`config.mk`:
```
export PLATFORM = sky130hd
export DESIGN_NAME = ram_dma_engine_flat
export DESIGN_NICKNAME = d
export VERILOG_FILES = /design/src/rtl/ram_dma_engine_pkg.sv /design/src/rtl/ram_dma_engine_if.sv /design/src/rtl/ram_dma_engine.sv /design/src/flat_wrapper.sv
export SDC_FILE = /design/constraint.sdc
export NUM_CORES = 1
export LEC_CHECK = 0
export CAP_MARGIN = 20
export CORE_UTILIZATION = 45
export DETAILED_ROUTE_END_ITERATION = 12
export GPL_TIMING_DRIVEN = 0
export HOLD_SLACK_MARGIN = 0.08
export PLACE_DENSITY = 0.84
export SKIP_LAST_GASP = 1
export SYNTH_ARGS = -nofsm -noshare
export SYNTH_HDL_FRONTEND = slang
export SYNTH_SLANG_ARGS = --single-unit
export TNS_END_PERCENT = 100
```
`constraint.sdc`:
```
create_clock -name clk -period 5.71 [get_ports clk]
set_input_delay 1.142 -clock clk [delete_from_list [all_inputs] [get_ports clk]]
set_output_delay 1.142 -clock clk [all_outputs]
set_load 0.01 [all_outputs]
```
`src/rtl/ram_dma_engine_pkg.sv`:
```
// rtl/ram_dma_engine_pkg.sv - shared widths, modes and state encoding for the RAM DMA engine
package ram_dma_pkg;
    localparam int ADDR_W = 6;
    localparam int DATA_W = 8;
    localparam int LEN_W  = ADDR_W + 1;

    localparam logic MODE_COPY = 1'b0;
    localparam logic MODE_FILL = 1'b1;

    typedef enum logic [2:0] {
        ST_IDLE,
        ST_RD,
        ST_WR,
        ST_FILL,
        ST_DONE
    } state_e;
endpackage

```
`src/rtl/ram_dma_engine_if.sv`:
```
// rtl/ram_dma_engine_if.sv - host command and RAM port bundle for the RAM DMA engine
interface ram_dma_engine_if #(
    parameter int ADDR_W = ram_dma_pkg::ADDR_W,
    parameter int DATA_W = ram_dma_pkg::DATA_W,
    parameter int LEN_W  = ADDR_W + 1
);
    logic              start_i;
    logic              mode_i;
    logic [ADDR_W-1:0] src_i;
    logic [ADDR_W-1:0] dst_i;
    logic [LEN_W-1:0]  len_i;
    logic [DATA_W-1:0] fill_val_i;
    logic              busy_o;
    logic              done_o;
    logic [LEN_W-1:0]  count_o;
    logic [ADDR_W-1:0] mem_addr_o;
    logic              mem_we_o;
    logic [DATA_W-1:0] mem_din_o;
    logic [DATA_W-1:0] mem_dout_i;

    modport slave (
        input  start_i, mode_i, src_i, dst_i, len_i, fill_val_i, mem_dout_i,
        output busy_o, done_o, count_o, mem_addr_o, mem_we_o, mem_din_o
    );

    modport master (
        output start_i, mode_i, src_i, dst_i, len_i, fill_val_i, mem_dout_i,
        input  busy_o, done_o, count_o, mem_addr_o, mem_we_o, mem_din_o
    );
endinterface

```
`src/rtl/ram_dma_engine.sv`:
```
// rtl/ram_dma_engine.sv - copy/fill engine owning the single-port RAM while a command runs
module ram_dma_engine #(
    parameter int ADDR_W = ram_dma_pkg::ADDR_W,
    parameter int DATA_W = ram_dma_pkg::DATA_W,
    parameter int LEN_W  = ADDR_W + 1
) (
    input  logic               clk,
    input  logic               rst,
    ram_dma_engine_if.slave    bus
);
    import ram_dma_pkg::*;

    state_e            state_q, state_d;
    logic [LEN_W-1:0]  idx_q, idx_d;
    logic [LEN_W-1:0]  count_q, count_d;
    logic              mode_q, mode_d;
    logic [ADDR_W-1:0] src_q, src_d;
    logic [ADDR_W-1:0] dst_q, dst_d;
    logic [LEN_W-1:0]  len_q, len_d;
    logic [DATA_W-1:0] fill_q, fill_d;

    logic [ADDR_W-1:0] mem_addr;
    logic              mem_we;
    logic [DATA_W-1:0] mem_din;
    logic [LEN_W-1:0]  idx_inc;
    logic              last;

    always_ff @(posedge clk or posedge rst) begin
        if (rst) begin
            state_q <= ST_IDLE;
            idx_q   <= '0;
            count_q <= '0;
            mode_q  <= 1'b0;
            src_q   <= '0;
            dst_q   <= '0;
            len_q   <= '0;
            fill_q  <= '0;
        end else begin
            state_q <= state_d;
            idx_q   <= idx_d;
            count_q <= count_d;
            mode_q  <= mode_d;
            src_q   <= src_d;
            dst_q   <= dst_d;
            len_q   <= len_d;
            fill_q  <= fill_d;
        end
    end

    // idx is LEN_W wide so a 64-byte command terminates; only its low bits form the address
    assign idx_inc = idx_q + LEN_W'(1);
    assign last    = (idx_inc == len_q);

    always_comb begin
        state_d  = state_q;
        idx_d    = idx_q;
        count_d  = count_q;
        mode_d   = mode_q;
        src_d    = src_q;
        dst_d    = dst_q;
        len_d    = len_q;
        fill_d   = fill_q;
        mem_addr = '0;
        mem_we   = 1'b0;
        mem_din  = '0;
        case (state_q)
            ST_IDLE: begin
                if (bus.start_i) begin
                    mode_d  = bus.mode_i;
                    src_d   = bus.src_i;
                    dst_d   = bus.dst_i;
                    len_d   = bus.len_i;
                    fill_d  = bus.fill_val_i;
                    idx_d   = '0;
                    count_d = '0;
                    if (bus.len_i == '0)
                        state_d = ST_DONE;
                    else if (bus.mode_i == MODE_COPY)
                        state_d = ST_RD;
                    else
                        state_d = ST_FILL;
                end
            end
            ST_RD: begin
                mem_addr = src_q + idx_q[ADDR_W-1:0];
                state_d  = ST_WR;
            end
            ST_WR: begin
                mem_addr = dst_q + idx_q[ADDR_W-1:0];
                mem_we   = 1'b1;
                mem_din  = bus.mem_dout_i;
                idx_d    = idx_inc;
                count_d  = count_q + LEN_W'(1);
                state_d  = last ? ST_DONE : ST_RD;
            end
            ST_FILL: begin
                mem_addr = dst_q + idx_q[ADDR_W-1:0];
                mem_we   = 1'b1;
                mem_din  = fill_q;
                idx_d    = idx_inc;
                count_d  = count_q + LEN_W'(1);
                state_d  = last ? ST_DONE : ST_FILL;
            end
            ST_DONE: state_d = ST_IDLE;
            default: state_d = ST_IDLE;
        endcase
    end

    assign bus.busy_o     = (state_q == ST_RD) || (state_q == ST_WR) || (state_q == ST_FILL);
    assign bus.done_o     = (state_q == ST_DONE);
    assign bus.count_o    = count_q;
    assign bus.mem_addr_o = mem_addr;
    assign bus.mem_we_o   = mem_we;
    assign bus.mem_din_o  = mem_din;
endmodule

```
`src/flat_wrapper.sv`:
```
// flat-port wrapper written by rule: the top's interface ports become plain ports
module ram_dma_engine_flat import ram_dma_pkg::*;
#(
    parameter int ADDR_W = ram_dma_pkg::ADDR_W,
    parameter int DATA_W = ram_dma_pkg::DATA_W,
    parameter int LEN_W  = ADDR_W + 1
)
  (clk, rst, bus_start_i, bus_mode_i, bus_src_i, bus_dst_i, bus_len_i, bus_fill_val_i, bus_mem_dout_i, bus_busy_o, bus_done_o, bus_count_o, bus_mem_addr_o, bus_mem_we_o, bus_mem_din_o);
  ram_dma_engine_if #(.ADDR_W(ADDR_W), .DATA_W(DATA_W), .LEN_W(LEN_W)) bus_i ();
  input  logic clk;
  input  logic rst;
  input wire logic [$bits(bus_i.start_i)-1:0] bus_start_i;
  input wire logic [$bits(bus_i.mode_i)-1:0] bus_mode_i;
  input wire logic [$bits(bus_i.src_i)-1:0] bus_src_i;
  input wire logic [$bits(bus_i.dst_i)-1:0] bus_dst_i;
  input wire logic [$bits(bus_i.len_i)-1:0] bus_len_i;
  input wire logic [$bits(bus_i.fill_val_i)-1:0] bus_fill_val_i;
  input wire logic [$bits(bus_i.mem_dout_i)-1:0] bus_mem_dout_i;
  output wire logic [$bits(bus_i.busy_o)-1:0] bus_busy_o;
  output wire logic [$bits(bus_i.done_o)-1:0] bus_done_o;
  output wire logic [$bits(bus_i.count_o)-1:0] bus_count_o;
  output wire logic [$bits(bus_i.mem_addr_o)-1:0] bus_mem_addr_o;
  output wire logic [$bits(bus_i.mem_we_o)-1:0] bus_mem_we_o;
  output wire logic [$bits(bus_i.mem_din_o)-1:0] bus_mem_din_o;
  assign bus_i.start_i = bus_start_i;
  assign bus_i.mode_i = bus_mode_i;
  assign bus_i.src_i = bus_src_i;
  assign bus_i.dst_i = bus_dst_i;
  assign bus_i.len_i = bus_len_i;
  assign bus_i.fill_val_i = bus_fill_val_i;
  assign bus_i.mem_dout_i = bus_mem_dout_i;
  assign bus_busy_o = bus_i.busy_o;
  assign bus_done_o = bus_i.done_o;
  assign bus_count_o = bus_i.count_o;
  assign bus_mem_addr_o = bus_i.mem_addr_o;
  assign bus_mem_we_o = bus_i.mem_we_o;
  assign bus_mem_din_o = bus_i.mem_din_o;
  ram_dma_engine #(.ADDR_W(ADDR_W), .DATA_W(DATA_W), .LEN_W(LEN_W)) u_core (.clk(clk), .rst(rst), .bus(bus_i));
endmodule
```
# Yosys cells after proc, flatten, opt, wreduce, memory -nomap -nowiden
# Cells that the tools add are included.
# classes
addsub	4
n_eq_ne	6
mux	12
n_reduce_logical	8
# ops
cell	count
7-bit case mux with 2 select lines	2
8-bit case mux with 2 select lines	1
7-bit by 1-bit adder with 7-bit output, second input constant	2
6-bit adder	2
3-bit 2-to-1 mux	4
3-bit case mux with 4 select lines	1
6-bit case mux with 2 select lines	1
7-bit == test	1
7-bit zero test	1
7-bit 2-to-1 mux	1
3-bit by 2-bit == test with 1-bit output, second input constant	2
2-bit AND reduction	2
3-bit by 1-bit == test with 1-bit output, second input constant	1
3-bit == test, second input constant	1
3-bit zero test	1
1-bit logical OR	2
2-bit 2-to-1 mux	1
2-bit inequality test, second input constant	1
2-bit nonzero test	1
2-bit OR reduction	1
1-bit 2-to-1 mux	1
# totals
ff_bits	44

# Longest topological paths before layout
# Gate-level depths: netlist of run 1.
# depth
word_depth	4
depth_mapped	14
depth_no_buf	12

# Worst setup path before layout of run 1
# OpenSTA, ideal clock, no wires.
# synth_timing
path_type	flip-flop to output port
from	reg u_core.state_q[2]
to	out bus_mem_addr_o[4]
arrival_time_ns	2.407
required_ns	4.568
setup_slack_ns	2.161
stages_incl_launch_ff	15
path_buffers	2
cell_sequence	dfrtp_1 nand2b_1 clkbuf_1 clkinv_1 clkbuf_1 nand2_1 nand2_1 ha_1 inv_1 fa_1 inv_1 a21o_1 a21oi_1 xor2_1 nor2_1
# synth_via
elab_chain_len	3
# synth_rtl
item	line	source
start: declaration	ram_dma_engine.sv:13	state_e state_q, state_d;
start signal: assignment	ram_dma_engine.sv:39	state_q <= state_d;
3-bit by 2-bit == test with 1-bit output	ram_dma_engine.sv:66	case (state_q)
2-bit OR reduction (no line)	-	
6-bit case mux with 2 select lines *	ram_dma_engine.sv:66	
end: declaration	flat_wrapper.sv:22	output wire logic [$bits(bus_i.mem_addr_o)-1:0] bus_mem_addr_o;
# Mark *: on every way between the ends. The rest lies on a longest branch, timed or not.

# Worst setup path in the final report of run 1
# Same ends and word-level chain as after synthesis.

==> metrics.md, run 1 <==
| Metric | Value |
|---|---|
| Setup TNS | 0 ns |
| Syn_area_per_cell | 10.24 um2 |
| Leak pwr | approximately 1.4 nW |
| Clk Latency, worst-skew pair | 0.29 ns |
| DIE HEIGHT | 74.97 um |
| Layout overhead on the synthesized area | 33.63% |
| Synth Register Bits | 44 |
| CTS tree | yes |
| MaxCap Viol Count | 0 |
| Max-slew violations | 0 |
| I/O Buffers | 62 |
| Global-route wire length before repair | 8.983 mm |
| Pre-antenna DRT Iters | 4 |
| Register area | approximately 0.0011 mm2 |
| Clock Path Buffers | 2 |
| Top_reg_cell synth | dfrtp_1 |
| Share of layout cells above drive strength 1 | 0.1480 |
| Area occupied by multi-input gates | about 0.0012 mm2 |
| Setup Skew | about 0.0026 ns |
| Dpl cells | approximately 370 |
| Synth top cells by count | dfrtp_1, nand2_1, mux2_2 |
| Final worst path period need | between 4 and 5 ns |
| Die area | 0.005621 mm2 |
| Synth Warn # | 0 |
| Synth top area cells | dfrtp_1, mux2_2, nand2_1 |
| Vias in the first global route | between 1500 and 2000 |
| Post-CTS sizing | 0 |
| RSZ-0062 raised after global routing | no |
| Clock root buffer master | clkbuf_8 |
| Switch Pwr | approximately 0.00067 W |
| Final wirelength | around 5.2 mm |
| CP Capture Type | primary output |
| Clock share of power | 0.105 |
| EDFF count, synth | 0 |
| Post-synthesis cell area | 0.002396 mm2 |
| Outcome | finished, final reports clean |
| Die X | 74.97 um |
| Synthesized net count | around 280 |
| Arrival time at the worst endpoint | ~3.6 ns |
| FMAX | 212.1 MHz |
| Worst slew pin tran | about 0.66 ns |
| Switching Share | 0.3875 |
| Hold Violations, Final | 0 |
| Total grt overflow | 0 |
| DR iter-0 viols | a little under 90 |
| PwrDens | roughly 540 mW/mm2 |
| Htree depth | 2 |
| Placer congestion estimate | 0.8366 |
| I/O Pins | 63 |
| Nets | about 350 |
| Via-per-instance ratio | between 5 and 6 |
| Post-DP HPWL | between 4 and 5 mm |
| Crit Path Class | flip-flop to primary output |
| Vias | just under 2000 |
| Synth unique cells | ~40 |
| Hold Buf Count CTS | 0 |
| Clk pin slew, worst setup/hold paths | around 0.080 ns |
| VDD IR max | approximately 0.00033 V |
| Top-count cell post-synth | dfrtp_1 |
| Critical path fanouts, max | 10 |
| FFs w/ async S/R, synth | 1.000 |
| Num rows | 26 |
| Reg power frac | 0.319 |
| Internal power | 0.001059 W |
| Final critical-path share of the clock period | 0.8257 |
| Gate Count Post-Synth | 234 |
| Final setup vio count | 0 |
| HP Class | flip-flop to flip-flop |
| DRC Markers | 0 |
| Initial Utilization | 0.4691 |
| Routed WL per cell | between 10 and 15 um |
| Total CTS buffers | 5 |
| Area leader, netlist | dfrtp_1 |
| Core region area | roughly 0.0051 mm2 |
| CP required | 4.57 ns |
| Min Hold Slack | between 0.5 and 0.6 ns |
| CTS Sinks | 44 |
| Slew headroom | 0.5630 |
| Number of fill cells in the layout | between 400 and 500 |
| Post-CTS Setup Bufs | 0 |
| Logic gate share of total power | 0.576 |
| Gr usage total | 0.2127 |
| Initial antenna violation count | 0 |
| Largest net degree at the start of global routing | 29 |
| Post-DRT Antenna Nets | 0 |
| Yosys top cell area share | 0.4595 |
| Crit path launch type | flip-flop |
| Sequential share of the synthesized area | 0.4595 |
| Antenna cells | 0 |
| Finished Layout Cells | between 300 and 400 |
-- path summary, 6_finish.rpt --
kind                            slack [ns]                          start                            end  cells past startpoint
worst max-delay path                   1.0  u_core.state_q[2]$_DFFE_PP0P_              bus_mem_addr_o[4]                     15
worst min-delay path                  0.51    u_core.src_q[5]$_DFFE_PP0P_    u_core.src_q[5]$_DFFE_PP0P_                      1
worst max register to register        3.43    u_core.idx_q[0]$_DFFE_PP0P_  u_core.state_q[0]$_DFFE_PP0P_                      6
worst min register to register        0.51    u_core.src_q[5]$_DFFE_PP0P_    u_core.src_q[5]$_DFFE_PP0P_                      1
max in group asynchronous             4.10                            rst    u_core.src_q[1]$_DFFE_PP0P_                      3
min in group asynchronous             1.15                            rst    u_core.dst_q[4]$_DFFE_PP0P_                      2
-- critical path: stages, from the launching register on --
cell and delay (ns):
dfrtp_1 0.41, nand2b_1 0.12, clkbuf_1 0.29, clkinv_1 0.33, clkbuf_1 0.34, nand2_1 0.14
nand2_1 0.06, ha_1 0.19, inv_1 0.07, fa_1 0.21, inv_1 0.05, a21o_1 0.17
a21oi_1 0.17, xor2_1 0.09, nor2_1 0.10, clkdlybuf4s50_1 0.54
-- per-layer routing --
layer  GRT usage  part of all wire  vias to the layer above
li1            -                 -                      945
met1      0.2769              0.43                      933
met2      0.3534              0.52                       40
met3     0.04552             0.035                       11
met4     0.07338             0.018                        0
met5           0                 0                        -
-- layout by cell type, fill, tap and decap left out, types with 3 or more instances in the layout --
cell,count
dfrtp_1,44
nor2_1,24
xnor2_1,8
clkbuf_1,9
inv_1,7
nand3_1,3
a21oi_1,4
mux2_2,27
o21ai_0,11
nand2_1,31
xor2_1,9
mux2i_1,9
clkbuf_8,5
clkdlybuf4s50_1,62
ha_1,7
a31oi_1,4
-- final cells by class --
cell class / instances / area share
Sequential cell: 44 / 0.3439
Tap cell: 70 / 0.02735
Buffer: 13 / 0.01876
Multi-Input combinational cell: 168 / 0.3751
Timing Repair Buffer: 63 / 0.2001
Clock inverter: 1 / 0.001563
Inverter: 9 / 0.01055
Clock buffer: 6 / 0.02267
-- power by group through the flow --
stage | Clock, W | Sequential (W) | Combinational, W
2_1_floorplan | 0 | 0.000532 | 0.000621
5_1_grt | 0.000201 | 0.000569 | 0.00111
6_report | 0.000181 | 0.000551 | 0.000997
4_1_cts | 0.000186 | 0.000552 | 0.00101
3_5_place_dp | 0 | 0.000557 | 0.00100
3_3_place_gp | 0 | 0.000550 | 0.000972
-- cells by family (layout without fill, tap and decap cells) --
logic type | count (synthesis) | in the layout | share of synthesized area
AOI/OAI and AO/OA | 31 | 31 | 0.08511
DFF | 44 | 44 | 0.4595
muxes | 36 | 36 | 0.1645
and+or+nand+nor | 76 | 76 | 0.1446
xor gates and xnor gates | 17 | 17 | 0.06214
buffers and inverters | 22 | 92 | 0.03916
adders and majority gates | 8 | 8 | 0.04491
-- stage by stage --
step	utilization	setup slack (ns)	total power, W	area [um2]
global placement	0.6078	1.359	0.001522	3104
CTS	0.6269	0.9566	0.001746	3202
finish	0.6269	0.9953	0.001729	3202
global route	0.6269	0.6086	0.001880	3202
detailed placement	0.6117	1.297	0.001558	3124
floorplan	-	2.161	0.001152	2396
-- sequential cells by signal, indices dropped and copies added (netlist names) --
name and count:
u_core.len_q 7, u_core.dst_q 6, u_core.fill_q 8, u_core.bus.count_o 7
u_core.idx_q 7, u_core.src_q 6, u_core.state_q 3
Note: power is estimated with default switching activity, not from simulation.
==> run 2: changes to the inputs <==
--- a/config.mk
+++ b/config.mk
@@ -6,11 +6,11 @@
 export NUM_CORES = 1
 export LEC_CHECK = 0
 export CAP_MARGIN = 20
-export CORE_UTILIZATION = 45
+export CORE_UTILIZATION = 44
 export DETAILED_ROUTE_END_ITERATION = 12
 export GPL_TIMING_DRIVEN = 0
 export HOLD_SLACK_MARGIN = 0.08
-export PLACE_DENSITY = 0.84
+export PLACE_DENSITY = 0.85
 export SKIP_LAST_GASP = 1
 export SYNTH_ARGS = -nofsm -noshare
 export SYNTH_HDL_FRONTEND = slang
==> constraint.sdc (replaced) <==
create_clock -name clk -period 4.22 [get_ports clk]
set_input_delay 0.844 -clock clk [delete_from_list [all_inputs] [get_ports clk]]
set_output_delay 0.844 -clock clk [all_outputs]
set_load 0.01 [all_outputs]
==> run 2 against run 1 <==
Net effect: flip-flop and latch count unchanged; worst hold slack better by 0.0043 ns; via count up 4.4%; largest cell class unchanged.
==> metrics.md, run 2 (synthesized netlist as in run 1, its figures left out) <==
| Metric | Value |
|---|---|
| Num rows | 26 (unchanged) |
| Nets | 349 (-0.57%) |
| HP Class | flip-flop to flip-flop |
| Initial Utilization | 0.4632 (-0.005901) |
| FMAX | ~250 MHz |
| Final critical-path share of the clock period | 0.9454 |
| DRC Markers | 0 (unchanged) |
| Antenna cells | 0 (unchanged) |
| Vias | 2013 (+4.4%) |
| Leak pwr | 1.395 nW (+0.26%) |
| I/O Pins | 63 (unchanged) |
| Placer congestion estimate | 0.9046 (+8.1%) |
| Critical path fanouts, max | 10 (unchanged) |
| Clock root buffer master | clkbuf_8 |
| VDD IR max | 0.0003155 V (-4.8%) |
| Clk pin slew, worst setup/hold paths | 0.08 ns (about the same) |
| I/O Buffers | 62 (unchanged) |
| Die area | 0.005745 mm2 (+2.2%) |
| Pre-antenna DRT Iters | 5 (+1) |
| Top reg by flops | u_core.fill_q |
| MaxCap Viol Count | 0 (unchanged) |
| Setup Skew | 0.01149 ns (+0.008858 ns) |
| Htree depth | 2 (unchanged) |
| Outcome | finished, final reports clean |
| Hold Buf Count CTS | 0 (unchanged) |
| Via-per-instance ratio | 5.397 (+4.6%) |
| Largest net degree at the start of global routing | 45 (+55%) |
| Vias in the first global route | 1946 (-1.5%) |
| CTS tree | yes |
| Final worst path period need | around 4 ns |
| Total CTS buffers | 5 (unchanged) |
| DR iter-0 viols | 147 (+65%) |
| Routed WL per cell | 14.85 um (+6.2%) |
| Die X | 75.80 um (+1.1%) |
| Clk Latency, worst-skew pair | 0.31 ns (+0.02 ns) |
| Commonest cells after routing, fill and taps aside | clkdlybuf4s50_1, dfrtp_1, nand2_1 |
| Min Hold Slack | 0.5139 ns (+0.004337 ns) |
| Clock Path Buffers | 2 (unchanged) |
| Arrival time at the worst endpoint | 3.15 ns (-0.42 ns) |
| DIE HEIGHT | 75.80 um (+1.1%) |
| Post-DRT Antenna Nets | 0 (unchanged) |
| Worst slew pin tran | 0.9010 ns (+0.2455 ns) |
| Most common cell after layout, fill and taps aside | clkdlybuf4s50_1 |
| Number of fill cells in the layout | 424 (-2.1%) |
| Crit path launch type | flip-flop |
| Layout overhead on the synthesized area | 33.94% |
| Setup TNS | 0 ns (unchanged) |
| CP required | 3.38 ns (-1.19 ns) |
| Crit Path Class | flip-flop to primary output |
| Final setup vio count | 0 (unchanged) |
| Hold Violations, Final | 0 (unchanged) |
| Max-slew violations | 0 (unchanged) |
| CTS Sinks | 44 (unchanged) |
| RSZ-0062 raised after global routing | no |
| PwrDens | 750.9 mW/mm2 (+39%) |
| Gr usage total | 0.2133 (+0.0005105) |
| Max reg flops | 8 (unchanged) |
| Initial antenna violation count | 0 (unchanged) |
| Post-DP HPWL | 3.952 mm (-2.1%) |
| Slew headroom | 0.3984 (-0.1645) |
| Total grt overflow | 0 (unchanged) |
| Global-route wire length before repair | 9.004 mm (+0.23%) |
| Core region area | 0.005172 mm2 (+1.3%) |
| Share of layout cells above drive strength 1 | 0.1617 (+0.01369) |
| CP Capture Type | primary output |
| Final wirelength | 5.539 mm (+5.9%) |
[run 2: worst max-delay path, cell delays in order, from the launching register on]
cell and delay [ns]:
dfrtp_1 0.44, nand2b_4 0.21, inv_4 0.13, buf_4 0.21
nand2_1 0.07, nand2_1 0.06, ha_1 0.20, inv_1 0.07
fa_1 0.40, inv_1 0.08, a21o_1 0.12, a21oi_1 0.07
xor2_1 0.15, nor2_1 0.09, clkdlybuf4s50_1 0.54
[run 2: report_power, final]
group | switching (W) | leakage [nW] | internal, W
clock | 0.000150 | 0.0445 | 0.000133
combinational | 0.000654 | 0.808 | 0.000724
sequential | 0.000144 | 0.542 | 0.000605
[run 2: what timing repair did]
action	CTS	global route
endpoints found under the setup margin	5	2
hold endpoints to repair	0	0
gates resized for setup	4	4
setup buffers	0	0
[run 2: routing by layer]
layer / GRT usage / vias up / routed length, um / share of wire
li1: - / 939 / - / -
met1: 0.2615 / 971 / 2273 / 0.41
met2: 0.3618 / 86 / 2812 / 0.51
met3: 0.05820 / 17 / 341 / 0.062
met4: 0.07407 / 0 / 111 / 0.020
met5: 0 / - / 0 / 0
[run 2: worst paths after layout]
check	from	end	slack (ns)	cells after the start
max in group asynchronous	rst	u_core.src_q[5]$_DFFE_PP0P_	2.61	2
setup reg to reg	u_core.idx_q[0]$_DFFE_PP0P_	u_core.state_q[2]$_DFFE_PP0P_	1.87	6
setup / recovery	u_core.state_q[2]$_DFFE_PP0P_	bus_mem_addr_o[4]	0.23	14
hold / removal	u_core.fill_q[7]$_DFFE_PP0P_	u_core.fill_q[7]$_DFFE_PP0P_	0.51	1
hold reg to reg	u_core.fill_q[7]$_DFFE_PP0P_	u_core.fill_q[7]$_DFFE_PP0P_	0.51	1
min in group asynchronous	rst	u_core.idx_q[2]$_DFFE_PP0P_	1.05	2
[run 2: final cells by class]
| cell class | count | area [um2] | share of cell area |
|---|---|---|---|
| clock buffers | 7 | 86.33 | 0.02690 |
| well taps | 70 | 87.58 | 0.02729 |
| inverters | 9 | 36.28 | 0.01131 |
| plain buffers | 12 | 61.31 | 0.01910 |
| repair buffers | 62 | 620.6 | 0.1934 |
| flip-flops and latches | 44 | 1101 | 0.3431 |
| clock inverters | 1 | 7.507 | 0.002339 |
| multi-input cells | 168 | 1209 | 0.3766 |
[run 2: stage by stage]
stage | std cells | utilization | total power, W | setup WS (ns) | cell area (um2)
after global routing | 373 | 0.6205 | 0.002592 | 0.05406 | 3209
after CTS | 373 | 0.6188 | 0.002400 | 0.04628 | 3201
after detailed placement | 366 | 0.6001 | 0.002109 | 0.05537 | 3104
after floorplan | 234 | - | 0.001559 | 0.9694 | 2396
after global placement | 366 | 0.6001 | 0.002055 | 0.1490 | 3104
final | 373 | 0.6205 | 0.002410 | 0.2306 | 3209
